File: config.mk
export PLATFORM = sky130hd
export DESIGN_NAME = lowrisc_chip_top
export DESIGN_NICKNAME = d
export VERILOG_FILES = /design/src/rtl/lowrisc_chip_top.sv
export SDC_FILE = /design/constraint.sdc
export NUM_CORES = 1
export LEC_CHECK = 0
export ABC_AREA = 1
export CAP_MARGIN = 25
export CORE_MARGIN = 4
export CORE_UTILIZATION = 45
export DETAILED_ROUTE_END_ITERATION = 10
export GPL_ROUTABILITY_DRIVEN = 0
export PLACE_DENSITY = 0.65
export SLEW_MARGIN = 20
export SYNTH_ARGS = -nofsm -noshare
export SYNTH_HDL_FRONTEND = slang
export SYNTH_SLANG_ARGS = --single-unit
File: constraint.sdc
create_clock -name clk_p -period 2.3 [get_ports clk_p]
set_clock_uncertainty 0.2 [all_clocks]
set_input_delay 0.345 -clock clk_p [delete_from_list [all_inputs] [get_ports clk_p]]
set_output_delay 0.345 -clock clk_p [all_outputs]
set_load 0.05 [all_outputs]
File: src/rtl/lowrisc_chip_top.sv
// lowrisc_chip_top: UART byte echo (rxd -> txd) for the bring-up image.
// Define SPI_BRIDGE_EN to pass each byte through one SPI mode-0 transfer before TX.
module lowrisc_chip_top #(
    parameter int CLK_PER_BIT = 1736,
    parameter int SPI_DIV     = 4
) (
    input  logic clk_p,
    input  logic clk_n,
    input  logic rst_top,
    input  logic rxd,
    output logic txd,
    output logic spi_cs,
    output logic spi_sclk,
    output logic spi_mosi,
    input  logic spi_miso
);
    localparam int CW = $clog2(CLK_PER_BIT);
    localparam logic [CW-1:0] C_FULL = CW'(CLK_PER_BIT - 1);
    localparam logic [CW-1:0] C_HALF = CW'(CLK_PER_BIT / 2 - 1);
    localparam logic [1:0] S_IDLE  = 2'd0;
    localparam logic [1:0] S_START = 2'd1;
    localparam logic [1:0] S_DATA  = 2'd2;
    localparam logic [1:0] S_STOP  = 2'd3;

    logic r_rst_meta, r_rst;
    logic r_rx_s1, r_rx_s2, r_rx_s3, r_rx_vld;
    logic [1:0] r_rx_st;
    logic [CW-1:0] r_rx_cnt;
    logic [2:0] r_rx_bit;
    logic [7:0] r_rx_sh;
    logic r_hold_v;
    logic [7:0] r_hold_d;
    logic w_hold_take, w_src_v, w_tx_take, w_unused;
    logic [7:0] w_src_d;
    logic [1:0] r_tx_st;
    logic [CW-1:0] r_tx_cnt;
    logic [2:0] r_tx_bit;
    logic [7:0] r_tx_sh;
    logic r_txd;

    // Reset asserts immediately and releases two edges after rst_top falls.
    always_ff @(posedge clk_p or posedge rst_top) begin
        if (rst_top) {r_rst_meta, r_rst} <= 2'b11;
        else {r_rst_meta, r_rst} <= {1'b0, r_rst_meta};
    end

    always_ff @(posedge clk_p or posedge r_rst) begin
        if (r_rst) begin
            {r_rx_s1, r_rx_s2, r_rx_s3} <= 3'b111;
            r_rx_st <= S_IDLE;
            r_rx_cnt <= '0;
            r_rx_bit <= '0;
            r_rx_sh <= '0;
            r_rx_vld <= 1'b0;
        end else begin
            {r_rx_s1, r_rx_s2, r_rx_s3} <= {rxd, r_rx_s1, r_rx_s2};
            r_rx_vld <= 1'b0;
            r_rx_cnt <= r_rx_cnt + 1'b1;
            case (r_rx_st)
                S_IDLE: begin
                    r_rx_cnt <= '0;
                    if (r_rx_s3 && !r_rx_s2) r_rx_st <= S_START;
                end
                S_START: if (r_rx_cnt == C_HALF) begin
                    r_rx_cnt <= '0;
                    r_rx_bit <= '0;
                    r_rx_st <= r_rx_s2 ? S_IDLE : S_DATA;
                end
                S_DATA: if (r_rx_cnt == C_FULL) begin
                    r_rx_cnt <= '0;
                    r_rx_sh <= {r_rx_s2, r_rx_sh[7:1]};
                    r_rx_bit <= r_rx_bit + 1'b1;
                    if (r_rx_bit == 3'd7) r_rx_st <= S_STOP;
                end
                default: if (r_rx_cnt == C_FULL) begin
                    r_rx_vld <= r_rx_s2;
                    r_rx_st <= S_IDLE;
                end
            endcase
        end
    end

    // A byte landing while the register is full (or being drained) is lost.
    always_ff @(posedge clk_p or posedge r_rst) begin
        if (r_rst) begin
            r_hold_v <= 1'b0;
            r_hold_d <= '0;
        end else if (w_hold_take) begin
            r_hold_v <= 1'b0;
        end else if (r_rx_vld && !r_hold_v) begin
            r_hold_v <= 1'b1;
            r_hold_d <= r_rx_sh;
        end
    end

`ifdef SPI_BRIDGE_EN
    localparam int DW = $clog2(SPI_DIV + 1);
    localparam logic [1:0] P_IDLE = 2'd0;
    localparam logic [1:0] P_XFER = 2'd1;
    localparam logic [1:0] P_GAP  = 2'd2;
    logic [1:0] r_spi_st;
    logic [DW-1:0] r_spi_cnt;
    logic [4:0] r_spi_ph;
    logic [7:0] r_spi_sh;
    logic r_spi_fin, r_so_v, r_cs, r_sclk, r_mosi;
    logic [4:0] w_np;
    logic w_ph_end;

    assign w_np = r_spi_ph + 5'd1;
    assign w_ph_end = r_spi_cnt == DW'(SPI_DIV - 1);
    assign w_hold_take = r_spi_st == P_IDLE && r_hold_v && !r_so_v && !r_spi_fin;
    assign w_src_v = r_so_v;
    assign w_src_d = r_spi_sh;
    assign spi_cs = r_cs;
    assign spi_sclk = r_sclk;
    assign spi_mosi = r_mosi;
    assign w_unused = clk_n;

    // 18 phases of SPI_DIV cycles: lead-in, 8 x (low, high), tail; even phases are sclk high.
    always_ff @(posedge clk_p or posedge r_rst) begin
        if (r_rst) begin
            r_spi_st <= P_IDLE;
            r_spi_cnt <= '0;
            r_spi_ph <= '0;
            r_spi_sh <= '0;
            r_spi_fin <= 1'b0;
            r_so_v <= 1'b0;
            r_cs <= 1'b1;
            r_sclk <= 1'b0;
            r_mosi <= 1'b0;
        end else begin
            r_spi_fin <= 1'b0;
            r_spi_cnt <= w_ph_end ? '0 : r_spi_cnt + 1'b1;
            if (r_spi_fin) r_so_v <= 1'b1;
            else if (w_tx_take) r_so_v <= 1'b0;
            case (r_spi_st)
                P_IDLE: begin
                    r_spi_cnt <= '0;
                    if (w_hold_take) begin
                        r_spi_st <= P_XFER;
                        r_spi_ph <= '0;
                        r_spi_sh <= r_hold_d;
                        r_cs <= 1'b0;
                        r_mosi <= r_hold_d[7];
                    end
                end
                P_XFER: if (w_ph_end) begin
                    r_spi_ph <= w_np;
                    r_sclk <= !w_np[0] && w_np != 5'd18;
                    if (!w_np[0] && w_np != 5'd18) r_spi_sh <= {r_spi_sh[6:0], spi_miso};
                    if (w_np[0] && w_np > 5'd2 && w_np < 5'd17) r_mosi <= r_spi_sh[7];
                    if (w_np == 5'd18) begin
                        r_cs <= 1'b1;
                        r_mosi <= 1'b0;
                        r_spi_fin <= 1'b1;
                        r_spi_st <= P_GAP;
                    end
                end
                default: if (w_ph_end) r_spi_st <= P_IDLE;
            endcase
        end
    end
`else
    assign w_hold_take = w_tx_take;
    assign w_src_v = r_hold_v;
    assign w_src_d = r_hold_d;
    assign spi_cs = 1'b1;
    assign spi_sclk = 1'b0;
    assign spi_mosi = 1'b0;
    assign w_unused = clk_n ^ spi_miso;
`endif

    assign w_tx_take = r_tx_st == S_IDLE && w_src_v;
    assign txd = r_txd;

    always_ff @(posedge clk_p or posedge r_rst) begin
        if (r_rst) begin
            r_tx_st <= S_IDLE;
            r_tx_cnt <= '0;
            r_tx_bit <= '0;
            r_tx_sh <= '0;
            r_txd <= 1'b1;
        end else begin
            r_tx_cnt <= (r_tx_st == S_IDLE || r_tx_cnt == C_FULL) ? '0 : r_tx_cnt + 1'b1;
            case (r_tx_st)
                S_IDLE: if (w_src_v) begin
                    r_tx_st <= S_START;
                    r_txd <= 1'b0;
                    r_tx_sh <= w_src_d;
                end
                S_START: if (r_tx_cnt == C_FULL) begin
                    r_tx_st <= S_DATA;
                    r_txd <= r_tx_sh[0];
                    r_tx_sh <= {1'b0, r_tx_sh[7:1]};
                    r_tx_bit <= '0;
                end
                S_DATA: if (r_tx_cnt == C_FULL) begin
                    r_tx_bit <= r_tx_bit + 1'b1;
                    r_txd <= (r_tx_bit == 3'd7) ? 1'b1 : r_tx_sh[0];
                    r_tx_sh <= {1'b0, r_tx_sh[7:1]};
                    if (r_tx_bit == 3'd7) r_tx_st <= S_STOP;
                end
                default: if (r_tx_cnt == C_FULL) r_tx_st <= S_IDLE;
            endcase
        end
    end
endmodule

* Yosys cells after proc, flatten, opt, wreduce, memory -nomap -nowiden
Cells that the tools add are included.
** Word-level totals
- Register bits :: 64
- Logic and storage cells :: 100
** Cells by class
- Add/sub/neg operators :: 4
- Equality and inequality tests :: 18
- Mux-type cells :: 35
- Bitwise logic cells :: 1
- Reductions and logical operators :: 25
** Operators with widths (count)
- $mux 11 :: 3
- $pmux 11 s3 :: 1
- $add 11x1->11 const B :: 2
- $eq 11x11->1 const B :: 2
- $mux 2 :: 11
- $mux 8 :: 2
- $ne 2x2->1 const B :: 8
- $pmux 8 s2 :: 1
- $mux 3 :: 4
- $pmux 2 s3 :: 2
- $pmux 3 s2 :: 2
- $eq 11x10->1 const B :: 1
- $reduce_and 5->1 :: 2
- $reduce_bool 2->1 :: 5
- $reduce_and 3->1 :: 3
- $mux 1 :: 8
- $add 3x1->3 const B :: 2
- $eq 3x3->1 const B :: 2
- $reduce_bool 3->1 :: 2
- $eq 2x1->1 const B :: 2
- $eq 2x2->1 const B :: 2
- $logic_not 2->1 :: 2
- $reduce_and 2->1 :: 2
- $reduce_and 4->1 :: 1
- 8 further kinds :: 11

* Longest topological paths before layout
- Depth after elaboration :: 4
- Gate-level depth with buffers :: 10
- Gate-level depth less buffers :: 9

* Least setup slack after synthesis
Ideal clock, no wire load.
- Path kind :: reg2reg
- Start point :: register r_tx_st[0]
- End point :: register r_tx_sh[5]
- Data arrival time :: 1.402 ns
- Data required time :: 1.979 ns
- Setup slack :: 0.577 ns
- Cell stages (with the launch flop) :: 8
- Clock period less this slack :: 1.723 ns
- Cells stage by stage :: dfrtp_1 -> inv_1 -> ha_1 -> inv_1 -> clkbuf_1 -> o21ai_0 -> nand2_1 -> o21ai_1
** On the way
- Longest elaborated chain between the ends :: 4
** RTL lines
- start, declared :: line 35 : logic [1:0] r_tx_st;
- start signal, assigned :: line 178 : r_tx_st <= S_IDLE;
- start signal, assigned :: line 187 : r_tx_st <= S_START;
- start signal, assigned :: line 192 : r_tx_st <= S_DATA;
- $eq 2x2->1 / $eq 2x1->1 (equally long branches) :: line 185 : case (r_tx_st)
- $reduce_or 2->1 (no source line)
- $ne 2x1->1 (no source line) / $reduce_bool 2->1 (equally long branches)
- $reduce_and 3->1 (no source line)
- end signal, assigned :: line 189 : r_tx_sh <= w_src_d;
- end signal, assigned :: line 194 : r_tx_sh <= {1'b0, r_tx_sh[7:1]};
- end signal, assigned :: line 200 : r_tx_sh <= {1'b0, r_tx_sh[7:1]};
- end, declared :: line 38 : logic [7:0] r_tx_sh;
Several ways; a longest one is shown, not always the timed one.
A chain may end at the register's enable or synchronous reset.

* Final worst setup path
- Start point :: register r_txd (netlist: txd)
- End point :: output port txd
** RTL lines
- start, declared :: line 39 : logic r_txd;
- start signal, assigned :: line 193 : r_txd <= r_tx_sh[0];
- start signal, assigned :: line 199 : r_txd <= (r_tx_bit == 3'd7) ? 1'b1 : r_tx_sh[0];
- end, declared :: line 11 : output logic txd,
No word-level cell between the ends.

==> key figures <==
STA
  • Relative slew slack: 63.7%
  • # setup viols final: 0
  • Setup TNS: 0 ps
  • Peak Freq: 0.455 GHz
  • Tmin final: 2200 ps
  • Slew Viols, Final: 0
  • RSZ-0062 raised after global routing: no
  • Tightest Pin Transition: 543 ps
  • Period utilisation layout: 95.5%
  • Hold Violations, Final: 0

Power
  • Leak: 1.62 nW
  • Total power: 0.00245 W
  • Max VDD drop: 0.000292 V
  • P per Cell Area: 700 nW/um2

Flow run
  • Maxcap violations: 0

Global route
  • Largest net degree at the start of global routing: 39
  • Remaining Overflow, GRT: 0
  • Antenna violations before repair: 0
  • GRT Total Usage: 14.4%
  • Number of global-route vias before repair: 2289
  • Global-route wire length before repair: 9760 um

Clock network
  • CTS tree: yes
  • Clk Latency, worst-skew pair: 340 ps
  • CTS max path bufs: 2
  • H-Tree Depth: 3
  • Post-CTS Setup Repair Bufs: 0
  • CTS Hold Bufs: 0
  • Clock transition at path regs: 70 ps
  • CTS root buf: clkbuf_8
  • Clk sink count: 64
  • CTS resizes: 0
  • Total clock buffers created by CTS: 9

Critical path
  • Cell family with most CP delay: buffers and inverters
  • Data arrival, critical path: 1650 ps
  • FF-to-FF End: r_rx_bit[0]
  • Reg2Reg Depth: 8
  • CP max-delay cell: clkdlybuf4s50_1
  • R2R Setup Slk: 440 ps
  • Max incr delay on CP: 790 ps
  • Buf/Inv on CP: 1
  • Element type at the critical path end: output pin
  • Setup Crit Path Kind: reg -> out
  • Levels on crit path: 1
  • Startpoint Class: flop
  • Critical-path cell list: clkdlybuf4s50_1
  • Critical path peak fanout: 2
  • FF-to-FF Start: r_rx_cnt[0]
  • Worst EP required: 1750 ps

Routing
  • Vias per cell: 4.70
  • DR WL/cell: 10.4 um
  • Antenna Nets Post-Route: 0
  • DRC: 0
  • Drt total wl: 5190 um
  • 1st-iter DRT viols: 133
  • Drt first pass iters: 4
  • Via count: 2342

Die
  • Die width: 92.0 um
  • Row cnt: 30
  • Core Box Area: 6830 um2
  • Initial core utilization: 46.5%
  • Die H: 92.0 um
  • Die area: 8470 um2
  • IO Pins: 9

Placed design
  • DP HPWL: 3700 um
  • IO buf count: 3
  • Post-DP Area: 3310 um2

Synth
  • Syn_area_per_cell: 8.23 um2
  • Yosys warns: 0
  • Area contributors post-synth: dfrtp_1 (46%), nand2_1 (12%), inv_1 (5.7%)
  • Sequential element share of the synthesized area: 50.6%
  • Cells after Synth: 386
  • Post-synth top area cell: dfrtp_1
  • Syn Std Cell Area: 3180 um2
  • Synth Register Bits: 64
  • Synth cell types: 33
  • Synth top area share: 45.7%

Cells and area
  • Design area: 3500 um2
  • P&R area growth vs syn: 10.3%
  • Share of layout cells above drive strength 1: 11.2%
  • Total Nets Final: 412
  • # diodes: 0

Worst hold path
  • Worst hold path type: reg -> async

Run status
  • Status: complete, no violations
==> final cells by class <==
cell class | instances | area (um2)
sequential | 64 | 1610
tap | 96 | 120
fill | 685 | 3330
clock inverter | 2 | 12.5
inverter | 56 | 213
clock buffer | 14 | 183
timing repair buffer | 5 | 57.6
multi-input combinational | 261 | 1310
==> power by group <==
group | switching, W | internal (W)
Sequential | 0.0000660 | 0.00118
Clock | 0.000415 | 0.000508
Combinational | 0.000195 | 0.0000916
==> through the flow <==
step                util (%)  std cells  setup WS, ps  hold slack (ps)
floorplan                  -        388           224             56.5
global placement        48.4        482           455              131
detailed placement      48.4        482           440              126
CTS                     51.3        498          74.2              123
global route            51.3        498          64.6              141
finish                  51.3        498           104             94.9
==> kinds of logic (layout without fill, tap and decap cells) <==
| group | Yosys count | count (layout) | share of synthesized area, % |
|---|---|---|---|
| fa+ha+maj | 10 | 10 | 3.94 |
| compound gates | 51 | 51 | 8.35 |
| buf+inv | 63 | 77 | 8.35 |
| flops | 64 | 64 | 50.6 |
| mux | 1 | 1 | 0.354 |
| xor+xnor | 5 | 5 | 1.38 |
| other cells | 2 | 4 | 0.236 |
| simple gates | 190 | 190 | 26.7 |
==> layer usage <==
layer	vias up	part of all wire, %	track usage (%)	wire length, um
met3	8	3.4	4.51	174
met5	-	0	0	0
met4	0	1.8	6.44	95
met1	1067	49	17.7	2550
met2	23	46	23.2	2380
li1	1244	-	-	-
==> placed cells by master, fill, tap and decap left out <==
| cell type | Yosys | final |
|---|---|---|
| inv_4 | 1 | 1 |
| mux2_2 | 1 | 1 |
| clkbuf_1 | 2 | 1 |
| nand2_2 | 3 | 3 |
| buf_4 | 3 | 1 |
| a21oi_1 | 10 | 10 |
| clkinv_2 | 0 | 1 |
| nand3_1 | 22 | 22 |
| inv_1 | 48 | 47 |
| nand3_2 | 1 | 1 |
| a21oi_2 | 1 | 1 |
| nand3_4 | 1 | 1 |
| nand2_1 | 98 | 98 |
| nand3b_1 | 1 | 1 |
| o21bai_1 | 1 | 1 |
| clkinvlp_4 | 0 | 1 |
| inv_2 | 7 | 8 |
| nor3_1 | 13 | 13 |
| ha_1 | 10 | 10 |
| nor2_1 | 35 | 35 |
| buf_12 | 0 | 1 |
| o21ai_0 | 30 | 30 |
| nor2_4 | 1 | 1 |
| dfstp_2 | 6 | 6 |
| o21ai_1 | 8 | 8 |
| nor4_1 | 2 | 2 |
| clkdlybuf4s50_1 | 0 | 3 |
| xor2_1 | 5 | 5 |
| nor2_8 | 1 | 1 |
| nor3b_1 | 2 | 2 |
| a31o_2 | 1 | 1 |
| or2_0 | 2 | 2 |
| dfrtp_1 | 58 | 58 |
| clkbuf_8 | 0 | 13 |
| conb_1 | 2 | 4 |
| nand4_1 | 5 | 5 |
| nor2_2 | 3 | 3 |
==> worst max-delay path by stage <==
stage	to	from	slack [ps]
after detailed placement	r_rx_bit[0]	r_rx_cnt[0]	440
after CTS	txd	txd	70
after floorplan	r_hold_d[0]	r_rst	220
final	txd	txd	100
after global routing	txd	txd	60
after global placement	txd	txd	450
==> state kept, by name, indices dropped and copies added (netlist names), 2 cells and up <==
name	cells
r_tx_bit	3
r_rx_sh	8
r_rx_bit	3
r_tx_cnt	11
r_rx_cnt	11
r_hold_d	8
r_tx_st	2
r_rx_st	2
r_tx_sh	8
==> worst register-to-register path: stages, from the launching register on <==
cell and delay, ps:
dfrtp_1 410, ha_1 210, nand2_1 140, nor2_2 150, nand3_4 120, nor2_8 220, inv_4 80, or2_0 200
nand2_1 70
==> synthesized netlist by cell type (all sizes together) <==
cell,count
a31o,1
nand4,5
nand3,24
xor2,5
or2,2
dfstp,6
o21bai,1
mux2,1
nand3b,1
inv,56
nor3,13
clkbuf,2
nor2,40
nor3b,2
buf,5
ha,10
nand2,101
o21ai,38
dfrtp,58
nor4,2
conb,2
a21oi,11
(Power assumes the default switching activity.)
